$ cat src/rtl/sram_arbiter.sv
// Purpose : arbitrates IFU (read-only) and LSU (read/write) requests onto one SRAM port,
//           with a single transaction in flight.
// Latency : read turnaround is 3+RD_LAT cycles from handshake to IDLE; write turnaround is 3 cycles.
// Backpr. : req_ready is asserted only in IDLE, and only for the winner. RESP holds rsp_valid and rdata
//           until the owner's rsp_ready; no new request is accepted meanwhile.
//
// Ports:
//   clock, reset         sole clock; asynchronous active-high reset
//   ifu_req_*/ifu_addr   IFU read request (valid/ready)
//   ifu_rsp_*/ifu_rdata  IFU read response (valid/ready)
//   lsu_req_*/lsu_wen/lsu_addr/lsu_wdata/lsu_wstrb   LSU request; wen=1 is a write
//   lsu_rsp_*/lsu_rdata  LSU response; rdata is 0 for writes
//   mem_read/mem_r_*     one-cycle read pulse; data returns RD_LAT cycles later on mem_r_data
//   mem_write/mem_w_*    one-cycle write pulse with address, data and byte strobe
//
// Parameter RD_LAT (1..7): cycles from the mem_read pulse to valid mem_r_data.
// Optional build macro SRAM_ARB_ROUND_ROBIN_EN: round-robin arbitration between simultaneous
// requesters. When the macro is absent, the LSU always has priority over the IFU.
module sram_arbiter #(
  parameter int RD_LAT = 1
) (
  input  logic        clock,
  input  logic        reset,
  // IFU request / response
  input  logic        ifu_req_valid,
  output logic        ifu_req_ready,
  input  logic [31:0] ifu_addr,
  output logic        ifu_rsp_valid,
  input  logic        ifu_rsp_ready,
  output logic [31:0] ifu_rdata,
  // LSU request / response
  input  logic        lsu_req_valid,
  output logic        lsu_req_ready,
  input  logic        lsu_wen,
  input  logic [31:0] lsu_addr,
  input  logic [31:0] lsu_wdata,
  input  logic [3:0]  lsu_wstrb,
  output logic        lsu_rsp_valid,
  input  logic        lsu_rsp_ready,
  output logic [31:0] lsu_rdata,
  // memory side
  output logic        mem_read,
  output logic [31:0] mem_r_addr,
  input  logic [31:0] mem_r_data,
  output logic        mem_write,
  output logic [31:0] mem_w_addr,
  output logic [31:0] mem_w_data,
  output logic [3:0]  mem_w_strb
);

  typedef enum logic [1:0] {
    IDLE  = 2'd0,
    ISSUE = 2'd1,
    WAIT  = 2'd2,
    RESP  = 2'd3
  } state_t;

  // The last WAIT count is the cycle where mem_r_data is valid.
  localparam logic [2:0] LAST_CNT = 3'(RD_LAT - 1);

  state_t      state;
  state_t      state_nxt;
  logic [2:0]  wait_cnt;

  // Latched transaction
  logic        owner_lsu;
  logic        wen_q;
  logic [31:0] addr_q;
  logic [31:0] wdata_q;
  logic [3:0]  wstrb_q;

  // Per-requester response data
  logic [31:0] ifu_rdata_q;
  logic [31:0] lsu_rdata_q;

  logic        grant_lsu;
  logic        accept;
  logic        hs_ifu;
  logic        hs_lsu;
  logic        hs;
  logic        strb_ok;
  logic        wait_done;
  logic        owner_rsp_ready;

  // ------------------------------------------------------------------
  // Arbitration
  // ------------------------------------------------------------------
`ifdef SRAM_ARB_ROUND_ROBIN_EN
  // When set, the LSU wins a simultaneous request. After each handshake, the pointer
  // moves to favour the requester that was not just served.
  logic rr_lsu_pri;

  assign grant_lsu = lsu_req_valid & (rr_lsu_pri | ~ifu_req_valid);

  always_ff @(posedge clock or posedge reset) begin
    if (reset) begin
      rr_lsu_pri <= 1'b1;
    end else if (hs) begin
      rr_lsu_pri <= hs_ifu;
    end
  end
`else
  assign grant_lsu = lsu_req_valid;
`endif

  // Ready is gated by reset so that every output is 0 while reset is asserted,
  // even though the IDLE readies depend combinationally on the valid inputs.
  assign accept        = (state == IDLE) & ~reset;
  assign lsu_req_ready = accept & grant_lsu;
  assign ifu_req_ready = accept & ifu_req_valid & ~grant_lsu;

  assign hs_lsu = lsu_req_valid & lsu_req_ready;
  assign hs_ifu = ifu_req_valid & ifu_req_ready;
  assign hs     = hs_lsu | hs_ifu;

  // Only byte, halfword and word strobes are supported. Any other pattern is
  // dropped on the memory side but still receives a response.
  assign strb_ok = (wstrb_q == 4'b0001) || (wstrb_q == 4'b0011) || (wstrb_q == 4'b1111);

  assign wait_done       = (wait_cnt == LAST_CNT);
  assign owner_rsp_ready = owner_lsu ? lsu_rsp_ready : ifu_rsp_ready;

  // ------------------------------------------------------------------
  // FSM
  // ------------------------------------------------------------------
  always_ff @(posedge clock or posedge reset) begin
    if (reset) begin
      state <= IDLE;
    end else begin
      state <= state_nxt;
    end
  end

  always_comb begin
    state_nxt = state;
    case (state)
      IDLE:  if (hs) state_nxt = ISSUE;
      ISSUE: state_nxt = wen_q ? RESP : WAIT;
      WAIT:  if (wait_done) state_nxt = RESP;
      RESP:  if (owner_rsp_ready) state_nxt = IDLE;
      default: state_nxt = IDLE;
    endcase
  end

  // WAIT counter: it restarts from 0 every time WAIT is entered.
  always_ff @(posedge clock or posedge reset) begin
    if (reset) begin
      wait_cnt <= 3'd0;
    end else if (state == WAIT && !wait_done) begin
      wait_cnt <= wait_cnt + 3'd1;
    end else begin
      wait_cnt <= 3'd0;
    end
  end

  // ------------------------------------------------------------------
  // Request latch. IFU requests are reads, so wen, wdata and wstrb are zeroed.
  // This also keeps mem_w_data and mem_w_strb at 0 during reads.
  // ------------------------------------------------------------------
  always_ff @(posedge clock or posedge reset) begin
    if (reset) begin
      owner_lsu <= 1'b0;
      wen_q     <= 1'b0;
      addr_q    <= 32'd0;
      wdata_q   <= 32'd0;
      wstrb_q   <= 4'd0;
    end else if (hs) begin
      owner_lsu <= hs_lsu;
      wen_q     <= hs_lsu & lsu_wen;
      addr_q    <= hs_lsu ? lsu_addr : ifu_addr;
      wdata_q   <= (hs_lsu & lsu_wen) ? lsu_wdata : 32'd0;
      wstrb_q   <= (hs_lsu & lsu_wen) ? lsu_wstrb : 4'd0;
    end
  end

  // ------------------------------------------------------------------
  // Response data. Reads capture on the last WAIT count. Writes clear the
  // owner's register during ISSUE, so that RESP returns 0.
  // ------------------------------------------------------------------
  always_ff @(posedge clock or posedge reset) begin
    if (reset) begin
      ifu_rdata_q <= 32'd0;
      lsu_rdata_q <= 32'd0;
    end else if (state == WAIT && wait_done) begin
      if (owner_lsu) lsu_rdata_q <= mem_r_data;
      else           ifu_rdata_q <= mem_r_data;
    end else if (state == ISSUE && wen_q) begin
      if (owner_lsu) lsu_rdata_q <= 32'd0;
      else           ifu_rdata_q <= 32'd0;
    end
  end

  // ------------------------------------------------------------------
  // Outputs
  // ------------------------------------------------------------------
  assign ifu_rsp_valid = (state == RESP) & ~owner_lsu;
  assign lsu_rsp_valid = (state == RESP) &  owner_lsu;
  assign ifu_rdata     = ifu_rdata_q;
  assign lsu_rdata     = lsu_rdata_q;

  // Pulses exist only in ISSUE. Because wen_q selects exactly one of them,
  // read and write can never be high together.
  assign mem_read   = (state == ISSUE) & ~wen_q;
  assign mem_write  = (state == ISSUE) &  wen_q & strb_ok;
  assign mem_r_addr = addr_q;
  assign mem_w_addr = addr_q;
  assign mem_w_data = wdata_q;
  assign mem_w_strb = wstrb_q;

endmodule

$ cat config.mk
export PLATFORM = sky130hd
export DESIGN_NAME = sram_arbiter
export DESIGN_NICKNAME = d
export VERILOG_FILES = /design/src/rtl/sram_arbiter.sv
export SDC_FILE = /design/constraint.sdc
export NUM_CORES = 1
export LEC_CHECK = 0
export CORE_ASPECT_RATIO = 0.9
export CORE_MARGIN = 2
export CORE_UTILIZATION = 40
export CTS_CLUSTER_SIZE = 10
export DETAILED_ROUTE_END_ITERATION = 8
export GPL_ROUTABILITY_DRIVEN = 1
export PLACE_DENSITY = 0.89
export SLEW_MARGIN = 20
export SYNTH_ARGS = -nofsm -noshare
export SYNTH_HDL_FRONTEND = slang
export SYNTH_SLANG_ARGS = --single-unit
export TNS_END_PERCENT = 5
$ cat constraint.sdc
create_clock -name clock -period 6.5 [get_ports clock]
set_input_delay 1.3 -clock clock [delete_from_list [all_inputs] [get_ports clock]]
set_output_delay 1.3 -clock clock [all_outputs]
set_load 0.1 [all_outputs]
==> summary by stage <==
STA
The final period utilization is 78.6%. The hold violation count in the final report came to 0. Setup repair after global routing left no endpoint under its margin.

The number of pins with negative max-slew slack in the final report is 0. The final critical-path required period is 5.11 ns. Static timing analysis puts the maximum clock frequency at 0.196 GHz.

The post-route worst setup slack is ~1.4 ns. The final worst clock skew is 0.00703 ns. The count of endpoints failing setup in the final report is 0. The worst-case headroom to the max-slew limit is 31.4%. In the final timing run, aggregate negative setup slack is 0 ns.

The transition time at the pin with the least slew margin is a little over 1 ns.

Die
The core region is between 10000 and 15000 sq um. The horizontal extent of the die is about 130 um. In this run the count of I/O pins placed on the die edge is 309. For this configuration, the core starts out at a cell density of about 40%. The die covers about 16000 sq um. The die is 119 um tall. After floorplanning, the core was divided into just over 40 placement rows.

Global routing
The global-route wire length before repair is between 20 and 30 mm. Entering global routing, the biggest net connects 73 pins. The total congestion overflow after global routing is 0. The number of global-route vias before repair is 4801.

The initial antenna violation count is 0. The global-route usage over all layers is between 20% and 30%.

Worst hold path
The path with the worst hold slack has its endpoint at ifu_rdata[5]$_DFFE_PP0P_. In this run the most critical hold path is launched from ifu_rdata[5]$_DFFE_PP0P_. Counting instances, the worst hold path has a depth of 1. The path class of the lowest-slack min-delay path is reg2reg.

Setup path
The worst path required time is 5.20 ns. STA puts the critical path data arrival time at 3.81 ns. The sort of element at the start of the critical path is an input pin. The depth of the worst register-to-register path is 6. The worst register-to-register path ends at mem_w_data[13]$_DFFE_PP0P_. The worst-path maximum fanout is 33. The critical path is of the in2out type. The startpoint identified for the worst register-to-register timing path is state[0]$_DFFE_PP0P_. Setup slack on the worst reg-to-reg path comes out at 4.01 ns. STA classifies the critical path endpoint as an output port.

Cells and area
The share of layout cells above drive strength 1 is between 10% and 20%. The library cell used most frequently in the layout, excluding fill and tap cells, is sky130_fd_sc_hd__clkdlybuf4s50_1. The net count reported at finish is a little over 800.

The design area is ~9500 sq um. The top cell types in the final layout, fill and taps aside, are sky130_fd_sc_hd__clkdlybuf4s50_1 (308), sky130_fd_sc_hd__dfrtp_1 (139), sky130_fd_sc_hd__a22o_1 (100). The post-synthesis to final-layout area growth is 62.1%. The number of antenna diodes in the final layout is 0. The count of cells in the finished layout, fillers not included, comes to 887.

Clock network
The clock buffer count from CTS is 17. The quantity of gates resized following cts is 0. The later pin in the worst-skew pair is clocked with a latency of 0.41 ns.

The maximum buffer depth of the clock tree is 2. The deepest level of the CTS H-tree is 4. TritonCTS built the clock tree. The number of sinks handled by clock tree synthesis is 139. The number of hold buffers added after CTS was 0. Once the clock tree was built, the setup fixing pass inserted 0 buffers.

The clock-pin slew on the worst setup and hold paths is 0.06 ns. The clock tree root driver cell is sky130_fd_sc_hd__clkbuf_16.

Logic synthesis
Counting every net in the synthesized netlist gives 555. The distinct cell type count after synthesis is 27. In this run the cell area of the synthesized design comes to a little under 6000 sq um.

The synthesized design contains 139 register bits. Synthesis handed over a netlist of 409 instances. The prevailing post-synth register cell is sky130_fd_sc_hd__dfrtp_1. The synthesized design contains 0 enable-type register cells.

In the post-synthesis netlist, the biggest area contributors are sky130_fd_sc_hd__dfrtp_1 (60%), sky130_fd_sc_hd__a22o_1 (15%), sky130_fd_sc_hd__mux2_2 (11%). The area fraction of the dominant cell type after synthesis is between 50 and 60%. The biggest area contributor in the post-synthesis netlist is sky130_fd_sc_hd__dfrtp_1.

Dividing the synthesized area by the synthesized cell count gives 14.3 sq um. The share of synthesized area occupied by flip-flops and latches is 59.6%. The number of warning messages in the yosys log is 0. After synthesis, the share of flip-flops with an asynchronous set or reset is 100%.

Place
Including well taps, the total number of placed cells is around 860. The cell area after placement is 8810 sq um. The number of buffers added on ports is just over 300.

The last weighted congestion value of the routability-driven placer is 0.774. The placed wire-length estimate after detailed placement is 12.2 mm. Timing analysis after detailed placement gives a worst setup slack of 1.38 ns.

Detailed routing
The total via count in the routed design is 4520. The iteration count of the initial detailed-routing pass is 4. The sum of routed wire length over all layers is between 15 and 20 mm.

The detailed-route wire length per cell is 19.0 um. For this block, the initial DRC count from the detailed router was 214. The number of routed nets with antenna violations is 0. The DRC violation count after routing is 0. The detail-routed via count per cell is 5.10.

Outcome
The flow ran to the end, and the final reports show no timing, DRC or antenna violations.

Job
The tool flagged a number of max-cap violations equal to 0.
## cell usage after synthesis (4+ instances only)
master / instances
sky130_fd_sc_hd__buf_4: 36
sky130_fd_sc_hd__ha_1: 7
sky130_fd_sc_hd__and2_1: 4
sky130_fd_sc_hd__and3_1: 4
sky130_fd_sc_hd__nor2b_1: 5
sky130_fd_sc_hd__mux2_2: 59
sky130_fd_sc_hd__mux2_1: 6
sky130_fd_sc_hd__inv_1: 6
sky130_fd_sc_hd__dfrtp_1: 139
sky130_fd_sc_hd__buf_2: 17
sky130_fd_sc_hd__a22o_1: 100
sky130_fd_sc_hd__clkbuf_1: 4
## stage by stage
| step | hold slack (ns) | utilization, % |
|---|---|---|
| 2_1_floorplan | 0.478 | - |
| 4_1_cts | 0.503 | 66.7 |
| 6_report | 0.501 | 66.8 |
| 3_3_place_gp | 0.481 | 62.2 |
| 3_5_place_dp | 0.481 | 62.2 |
| 5_1_grt | 0.514 | 66.8 |
## logic make-up (layout without fill, tap and decap cells)
logic type | Yosys count | in the layout | share of synthesized area, %
buf+inv | 66 | 351 | 7.32
compound gates | 108 | 108 | 16.0
mux | 68 | 68 | 13.1
fa+ha+maj | 7 | 7 | 1.50
flops | 139 | 139 | 59.6
simple gates | 21 | 21 | 2.45
## layout make-up
type / instances / area, sq um
Timing Repair Buffer: 313 / 3120
Fill cell: 1003 / 4710
Multi-Input combinational cell: 204 / 1950
Inverter: 6 / 27.5
Clock inverter: 15 / 211
Sequential cell: 139 / 3480
Tap cell: 193 / 241
Clock buffer: 17 / 425
## layer usage
| metal | wire (um) | global-route usage [%] | vias up |
|---|---|---|---|
| met4 | 398 | 8.97 | 0 |
| met3 | 1080 | 5.75 | 32 |
| met2 | 8850 | 38.5 | 226 |
| met5 | 0 | 0 | - |
| met1 | 6540 | 25.2 | 2242 |
| li1 | - | - | 2020 |
## state kept, by name, indices dropped and copies added (netlist names)
signal	count
ifu_rdata	32
lsu_rdata	32
mem_r_addr	32
mem_w_data	32
mem_w_strb	4
owner_lsu	1
state	2
wait_cnt	3
wen_q	1
## critical path: stages
cell and delay (ns):
sky130_fd_sc_hd__clkdlybuf4s50_1 0.55, sky130_fd_sc_hd__nand3b_4 0.54, sky130_fd_sc_hd__inv_1 0.25, sky130_fd_sc_hd__clkdlybuf4s50_1 1.16
## worst max-delay path by stage
stage	start	end	slack, ns	cells past startpoint
final	reset	lsu_req_ready	1.39	4
after global routing	reset	lsu_req_ready	1.28	4
after CTS	reset	lsu_req_ready	1.37	4
after detailed placement	reset	lsu_req_ready	1.38	4
after global placement	reset	lsu_req_ready	1.44	4
after floorplan	reset	ifu_rdata[0]$_DFFE_PP0P_	1.48	1
Power is not shown: default switching activity piles up to over one toggle a cycle in this logic, so the estimate is an artifact.
